`config.mk`:
```
export PLATFORM = sky130hd
export DESIGN_NAME = sv_net1_sweep_ctrl
export DESIGN_NICKNAME = d
export VERILOG_FILES = /design/src/rtl/sv_net1_pkg.sv /design/src/rtl/sv_net1_sweep_ctrl.sv
export SDC_FILE = /design/constraint.sdc
export NUM_CORES = 1
export LEC_CHECK = 0
export BUFFER_PORTS_ARGS = -buffer_cell sky130_fd_sc_hd__buf_2
export CORE_MARGIN = 4
export CORE_UTILIZATION = 42
export CTS_CLUSTER_DIAMETER = 200
export DETAILED_ROUTE_END_ITERATION = 8
export GPL_ROUTABILITY_DRIVEN = 0
export GPL_TIMING_DRIVEN = 0
export MAX_ROUTING_LAYER = met4
export PLACE_DENSITY_LB_ADDON = 0.2
export SLEW_MARGIN = 20
export SYNTH_ARGS = -nofsm -noshare
export SYNTH_HDL_FRONTEND = slang
export SYNTH_SLANG_ARGS = --single-unit
```
`constraint.sdc`:
```
create_clock -name clock -period 2.4 [get_ports clock]
set_input_delay 0.48 -clock clock [delete_from_list [all_inputs] [get_ports clock]]
set_output_delay 0.48 -clock clock [all_outputs]
set_load 0.03 [all_outputs]
```
`src/rtl/sv_net1_pkg.sv`:
```
// Shared definitions for the sv_net1 self-test: sweep FSM states, vector sizing
// and the golden xy response of the net for every abcd input.
package sv_net1_pkg;

    localparam int unsigned VECTOR_WIDTH = 4;
    localparam int unsigned NUM_VECTORS  = 16;

    typedef enum logic [1:0] {
        IDLE,
        APPLY,
        CHECK,
        DONE
    } sweep_state_t;

    // Indexed by abcd; each entry is {x, y}.
    localparam logic [1:0] EXPECTED_XY [NUM_VECTORS] = '{
        2'b10, 2'b10, 2'b00, 2'b00,
        2'b11, 2'b11, 2'b01, 2'b01,
        2'b10, 2'b00, 2'b10, 2'b00,
        2'b11, 2'b11, 2'b11, 2'b11
    };

    function automatic logic [1:0] expected_xy(input logic [VECTOR_WIDTH-1:0] abcd);
        return EXPECTED_XY[abcd];
    endfunction

endpackage

```
`src/rtl/sv_net1_sweep_ctrl.sv`:
```
// Self-test sequencer: sweeps all abcd vectors into sv_net1, checks xy against the
// golden table after a settle delay, and reports pass, mismatch count and first failure.
module sv_net1_sweep_ctrl
    import sv_net1_pkg::*;
#(
    parameter int unsigned SETTLE_CYCLES = 1
) (
    input  logic                    clock,
    input  logic                    reset_n,
    input  logic                    start,
    input  logic [1:0]              net_xy,
    output logic [VECTOR_WIDTH-1:0] net_abcd,
    output logic                    busy,
    output logic                    done,
    output logic                    pass,
    output logic [4:0]              error_count,
    output logic [VECTOR_WIDTH-1:0] first_fail,
    output logic                    first_fail_valid
);

    localparam logic [3:0] SETTLE_LAST = 4'(SETTLE_CYCLES - 1);

    sweep_state_t            state_q, state_d;
    logic [VECTOR_WIDTH-1:0] vector_q, vector_d;
    logic [3:0]              settle_q, settle_d;
    logic [4:0]              error_count_q, error_count_d;
    logic [VECTOR_WIDTH-1:0] first_fail_q, first_fail_d;
    logic                    first_fail_valid_q, first_fail_valid_d;
    logic                    pass_q, pass_d;
    logic                    done_q, done_d;
    logic [VECTOR_WIDTH-1:0] net_abcd_q, net_abcd_d;

    always_comb begin
        state_d            = state_q;
        vector_d           = vector_q;
        settle_d           = settle_q;
        error_count_d      = error_count_q;
        first_fail_d       = first_fail_q;
        first_fail_valid_d = first_fail_valid_q;
        pass_d             = pass_q;

        unique case (state_q)
            IDLE: begin
                if (start) begin
                    state_d            = APPLY;
                    vector_d           = '0;
                    settle_d           = '0;
                    error_count_d      = '0;
                    first_fail_d       = '0;
                    first_fail_valid_d = 1'b0;
                    pass_d             = 1'b0;
                end
            end
            APPLY: begin
                if (settle_q == SETTLE_LAST) begin
                    state_d = CHECK;
                end else begin
                    settle_d = settle_q + 4'd1;
                end
            end
            CHECK: begin
                if (net_xy != expected_xy(vector_q)) begin
                    error_count_d = error_count_q + 5'd1;
                    if (!first_fail_valid_q) begin
                        first_fail_d       = vector_q;
                        first_fail_valid_d = 1'b1;
                    end
                end
                // pass is taken from the updated count so it is already valid in DONE
                if (vector_q == '1) begin
                    state_d = DONE;
                    pass_d  = (error_count_d == '0);
                end else begin
                    vector_d = vector_q + 4'd1;
                    settle_d = '0;
                    state_d  = APPLY;
                end
            end
            DONE: begin
                state_d = IDLE;
            end
            default: begin
                state_d = IDLE;
            end
        endcase

        // Registered outputs are decoded from the next state so they align with it.
        done_d     = (state_d == DONE);
        net_abcd_d = ((state_d == APPLY) || (state_d == CHECK)) ? vector_d : '0;
    end

    always_ff @(posedge clock) begin
        if (!reset_n) begin
            state_q            <= IDLE;
            vector_q           <= '0;
            settle_q           <= '0;
            error_count_q      <= '0;
            first_fail_q       <= '0;
            first_fail_valid_q <= 1'b0;
            pass_q             <= 1'b0;
            done_q             <= 1'b0;
            net_abcd_q         <= '0;
        end else begin
            state_q            <= state_d;
            vector_q           <= vector_d;
            settle_q           <= settle_d;
            error_count_q      <= error_count_d;
            first_fail_q       <= first_fail_d;
            first_fail_valid_q <= first_fail_valid_d;
            pass_q             <= pass_d;
            done_q             <= done_d;
            net_abcd_q         <= net_abcd_d;
        end
    end

    assign busy             = (state_q == APPLY) || (state_q == CHECK);
    assign done             = done_q;
    assign pass             = pass_q;
    assign error_count      = error_count_q;
    assign first_fail       = first_fail_q;
    assign first_fail_valid = first_fail_valid_q;
    assign net_abcd         = net_abcd_q;

endmodule

```
-- Word level (Yosys, flattened, before mapping)
Memory sizes are Yosys's and may differ from the RTL's.
Cells that the tools add are included.
- bits in registers: 26
- memory bits (read-only): 32
- word-level logic and storage cells: 67
- memories: 1
- memories (name ; depth ; width ; rd ports ; clocked after memory_dff ; write ports ; RTL line ; source):
    (name not given) ; 16 ; 2 ; 1 ; 0 ; 0 ; sv_net1_pkg.sv:24 ; return EXPECTED_XY[abcd];
- add/subtract/negate cells: 3
- magnitude comparators: 1
- equality and inequality tests: 14
- mux-type cells: 25
- bitwise logic cells: 1
- reductions and logical operators: 13
- operators by type and width (operator ; count):
    2-to-1 mux 4 bit ; 7
    case mux 4 bit (2 select lines) ; 2
    2-to-1 mux 5 bit ; 3
    inequality test 2 bit (second input constant) ; 6
    case mux 4 bit (3 select lines) ; 1
    2-to-1 mux 2 bit ; 5
    case mux 5 bit (2 select lines) ; 1
    adder 4 x 1 -> 4 bit (second input constant) ; 2
    == test 2 bit (second input constant) ; 4
    case mux 2 bit (4 select lines) ; 1
    AND reduction 4 bit ; 2
    AND reduction 3 bit ; 2
    adder 5 x 1 -> 5 bit (second input constant) ; 1
    greater-or-equal comparator 5 bit (second input constant) ; 1
    zero test 5 bit ; 1
    NOT 4 -> 5 bit ; 1
    == test 2 x 1 -> 1 bit (second input constant) ; 2
    == test 4 bit (second input constant) ; 1
    zero test 4 bit ; 1
    case mux 1 bit (2 select lines) ; 2
    AND reduction 2 bit ; 2
    2-to-1 mux 1 bit ; 3
    nonzero test 3 bit ; 1
    zero test 2 bit ; 1
    3 further kinds ; 4

-- Longest topological paths before layout
- depth in word-level cells: 10
- depth in mapped cells: 9
- depth with buffers taken out: 8

-- Least setup slack after synthesis
OpenSTA, ideal clock, no wires.
- path kind: reg-to-reg
- start: register settle_q[0]
- end: register net_abcd_q[1], in the netlist net_abcd[1]
- arrival time: 1.748 ns
- data required time: 2.284 ns
- setup slack: 0.537 ns
- stages on the path, launching flop included: 9
- path through: dfxtp_1 inv_1 ha_1 or3b_1 a21oi_1 nor2_1 a221oi_1 ha_1 and3_1
- longest elaborated chain between the ends: 6
- elaborated cells on any way between the ends: 7
- classes of those cells: eq/ne (2); mux (2); reduce/logical (3)
- ends and longest elaborated chain (element ; RTL line ; source):
    from (decl) ; sv_net1_sweep_ctrl.sv:25 ; logic [3:0] settle_q, settle_d;
    from (signal assigned) ; sv_net1_sweep_ctrl.sv:106 ; settle_q <= settle_d;
    zero test 4 bit (*) ; sv_net1_sweep_ctrl.sv:55 ; if (settle_q == SETTLE_LAST) begin
    2-to-1 mux 2 bit (*) ; sv_net1_sweep_ctrl.sv:55 ;
    case mux 2 bit (4 select lines) (*) ; sv_net1_sweep_ctrl.sv:42 ; unique case (state_q)
    via state_d[1] ; sv_net1_sweep_ctrl.sv:23 ; sweep_state_t state_q, state_d;
    == test 2 x 1 -> 1 bit / == test 2 bit (equally long branches) ; sv_net1_sweep_ctrl.sv:89 ; net_abcd_d = ((state_d == APPLY) || (state_d == CHECK)) ? vector_d : '0;
    logical OR 1 bit (*) ; sv_net1_sweep_ctrl.sv:89 ;
    AND reduction 2 bit (no line) (*) ; - ;
    to (signal assigned) ; sv_net1_sweep_ctrl.sv:112 ; net_abcd_q <= net_abcd_d;
    to (decl) ; sv_net1_sweep_ctrl.sv:31 ; logic [VECTOR_WIDTH-1:0] net_abcd_q, net_abcd_d;
Mark *: on every way through the listed nets, which the timed path passes. The rest lies on a longest branch.
A chain may end at the register's enable or synchronous reset.

-- Final worst setup path
- start: register vector_q[1]
- end: register net_abcd_q[1], in the netlist net_abcd[1]
- longest elaborated chain between the ends: 6
- elaborated cells on any way between the ends: 11
- classes of those cells: add/sub (1); eq/ne (3); mux (5); reduce/logical (2)
- ends and longest elaborated chain (element ; RTL line ; source):
    from (decl) ; sv_net1_sweep_ctrl.sv:24 ; logic [VECTOR_WIDTH-1:0] vector_q, vector_d;
    from (signal assigned) ; sv_net1_sweep_ctrl.sv:105 ; vector_q <= vector_d;
    == test 4 bit (*) ; sv_net1_sweep_ctrl.sv:70 ; if (vector_q == '1) begin
    2-to-1 mux 2 bit (*) ; sv_net1_sweep_ctrl.sv:70 ;
    case mux 2 bit (4 select lines) (*) ; sv_net1_sweep_ctrl.sv:42 ;
    via state_d[1] ; sv_net1_sweep_ctrl.sv:23 ;
    == test 2 x 1 -> 1 bit / == test 2 bit (equally long branches) ; sv_net1_sweep_ctrl.sv:89 ;
    logical OR 1 bit (*) ; sv_net1_sweep_ctrl.sv:89 ;
    AND reduction 2 bit (no line) (*) ; - ;
Marks and branches as above.

==> results.toml <==
[critical_path]
cp-end-kind = "flip-flop"
crit_type = "flip-flop to flip-flop"
arrival_ns = 2.34
ff2ff_path_depth = 7
cp_max_fo = 7
rr_endpoint = "net_abcd[1]"
rr_startpoint = "vector_q[1]"
required_ns = 2.66
start_kind = "flip-flop"
critPathLaunch = "vector_q[1]"
r2r_slack_ns = 0.31

[layout]
layout.nets = 212
fill_cells = 340
final_core_utilization_pct = 50.8
area_growth_pct = 14.2
drive_gt1_share_pct = 21.8
n_antenna_cell = 0
stdcell_count = 243

[yosys]
synth_ff_type = "dfxtp_1"
syn-cell-area_um2 = 1520
yosys.area_share.adder_pct = 7.41
synth_xor_xnor_area_share_pct = 2.80
ys_seq_area_share_pct = 34.2
ys_types = 50
synth_top_cell_by_area = "dfxtp_1"
synth_mux_area_share_pct = 5.35
synth_top_cell_area_share_pct = 34.2
synth_area_leaders = "dfxtp_1 34%, ha_1 7.4%, a21oi_1 4.6%"
netlist_instances = 172
synth_top_family_by_area = "simple AND/OR/NAND/NOR gates"
ys_ff_latch = 26
syn_nets = 186
yosys_warnings = 0
async_flop_share_pct = 0
avgSynthCellArea_um2 = 8.84
synth_compound_area_share_pct = 17.0
synth_edf_count = 0
yosys.area_share.simple_pct = 26.0

[die]
dieArea_um2 = 4650
die_w_um = 68.2
placeableCoreArea_um2 = 3420
initial_core_util_pct = 44.5
boundaryPins = 22
rows = 21
die_h_um = 68.2

[sta]
slew_headroom_pct = 72.2
fin_skew_ns = 0.0135
period_minus_slack_ns = 2.09
post-route-period-util_pct = 86.9
finalSetupViolCount = 0
worst_pin_slew_ns = 0.417
rsz0062_at_grt = "no"
hold_violations = 0
tns_ns = 0
setup_ws_ns = 0.314
drv_slew = 0
timing.fmax_mhz = 479

[clock_network]
clk_latency_ns = 0.34
cts_root_buf = "clkbuf_4"
cts_buffers = 3
cts.repair.resized = 0
cts_sinks = 26
cts-htree-levels = 1
postCtsSetupRepairBufs = 0
clockBufferDepth = 2
tritoncts = "built"
cts.clk_slew.worst_paths_ns = 0.16
cts_hold_buf = 0

[flow_run]
maxCapViolations = 0

[routing]
wirelength_um = 3270
vias = 1308
wire_per_inst_um = 13.5
first_pass_iters = 4
antenna_left = 0
route.detailed.drc = 0
via_per_inst = 5.38
initialDrtViolationCount = 51

[grt]
grt_antenna_before_repair = 0
grt_pass1_wl_um = 5610
grt_usage_pct = 16.2
grt_max_degree = 16
grt_pass1_vias = 1250
grt-ovfl-total = 0

[worst_hold_path]
min_path_cells = 3
hold_start = "reset_n"
hold_path.class = "primary input to flip-flop"
min_to = "vector_q[2]"

[pwr]
peakVddDrop_v = 0.000557
power_leakage_nw = 0.759
powerDensity_nw_per_um2 = 769
total_power_mw = 1.34

[run_status]
status = "completed"

[place]
io_buffer_count = 21
placedCellCount = 239
place_hpwl_um = 2450
pre_cts_ws_ns = 0.345
critical path, stage by stage, from the launching register on:
cell      delay (ns)
dfxtp_1         0.52
ha_1            0.35
nand4_4         0.16
a21oi_1         0.15
nor2_1          0.05
a221oi_1        0.26
ha_1            0.34
and3_1          0.17
layout make-up:
class	instances	area, um^2	share of cell area, %
clock inverter	1	30.0	1.73
inverter	7	26.3	1.51
tap	46	57.6	3.32
timing repair buffer	21	105	6.06
buffer	11	82.6	4.76
multi-input combinational	128	891	51.3
clock buffer	3	22.5	1.30
sequential	26	520	30.0
metal layers:
metal  track usage, %  vias to the layer above  wire length (um)
li1                 -                      664                 -
met1             20.9                      606              1540
met2             25.4                       31              1540
met3             1.97                        7               121
met4             6.95                        0                64
met5                -                        -                 0
report_power, final:
| group | leakage, nW | internal, mW | switching (mW) |
|---|---|---|---|
| combinational | 0.521 | 0.203 | 0.332 |
| sequential | 0.210 | 0.461 | 0.0282 |
| clock | 0.0279 | 0.169 | 0.142 |
| total | 0.759 | 0.833 | 0.502 |
worst max path at each step:
| stage | end |
|---|---|
| after global routing | net_abcd[1] |
| after detailed placement | net_abcd[1] |
| after CTS | net_abcd[1] |
| final | net_abcd[1] |
| after global placement | net_abcd[1] |
| after floorplan | net_abcd[1] |
per-stage QoR:
step	instance area [um^2]	hold slack, ns
6_report	1740	0.432
5_1_grt	1740	0.457
4_1_cts	1740	0.434
3_5_place_dp	1680	0.452
3_3_place_gp	1680	0.446
2_1_floorplan	1520	0.453
placed cells by master (no fill, tap or decap), drive strengths merged, types with 4 or more instances in the layout:
| master | synthesis | final |
|---|---|---|
| o21ai | 4 | 4 |
| inv | 7 | 7 |
| buf | 9 | 30 |
| a21oi | 15 | 15 |
| nand2 | 10 | 10 |
| nor3 | 7 | 7 |
| dfxtp | 26 | 26 |
| and2 | 8 | 8 |
| mux2i | 7 | 7 |
| clkbuf | 2 | 5 |
| nor2 | 10 | 10 |
| nor2b | 4 | 4 |
| ha | 9 | 9 |
| nand3 | 10 | 10 |
cells in the mapped netlist (all sizes together) (2+ instances only):
cell type,instances
nor3,7
nor3b,2
mux2i,7
and2,8
ha,9
nor2b,4
o21ai,4
nor4,2
nand3,10
and3,3
inv,7
nand4,2
nand3b,3
clkbuf,2
xor2,2
dfxtp,26
nor2,10
nand2,10
o21bai,2
a22oi,2
a21oi,15
buf,9
or4,2
a31oi,3
xnor2,2
flip-flops by register name, indices dropped and copies added, names as in the netlist:
register / flops
vector_q: 4
state_q: 2
pass: 1
error_count: 5
settle_q: 4
done: 1
net_abcd: 4
first_fail: 4
first_fail_valid: 1
cell families after synthesis:
| family | count (synthesis) |
|---|---|
| AND/OR/NAND/NOR | 69 |
| AO/OA/AOI/OAI | 38 |
| flip-flops | 26 |
| XOR/XNOR | 4 |
| adder cells (fa/ha/maj) | 9 |
| multiplexers | 8 |
| buffers and inverters | 18 |
(Power assumes the default switching activity.)
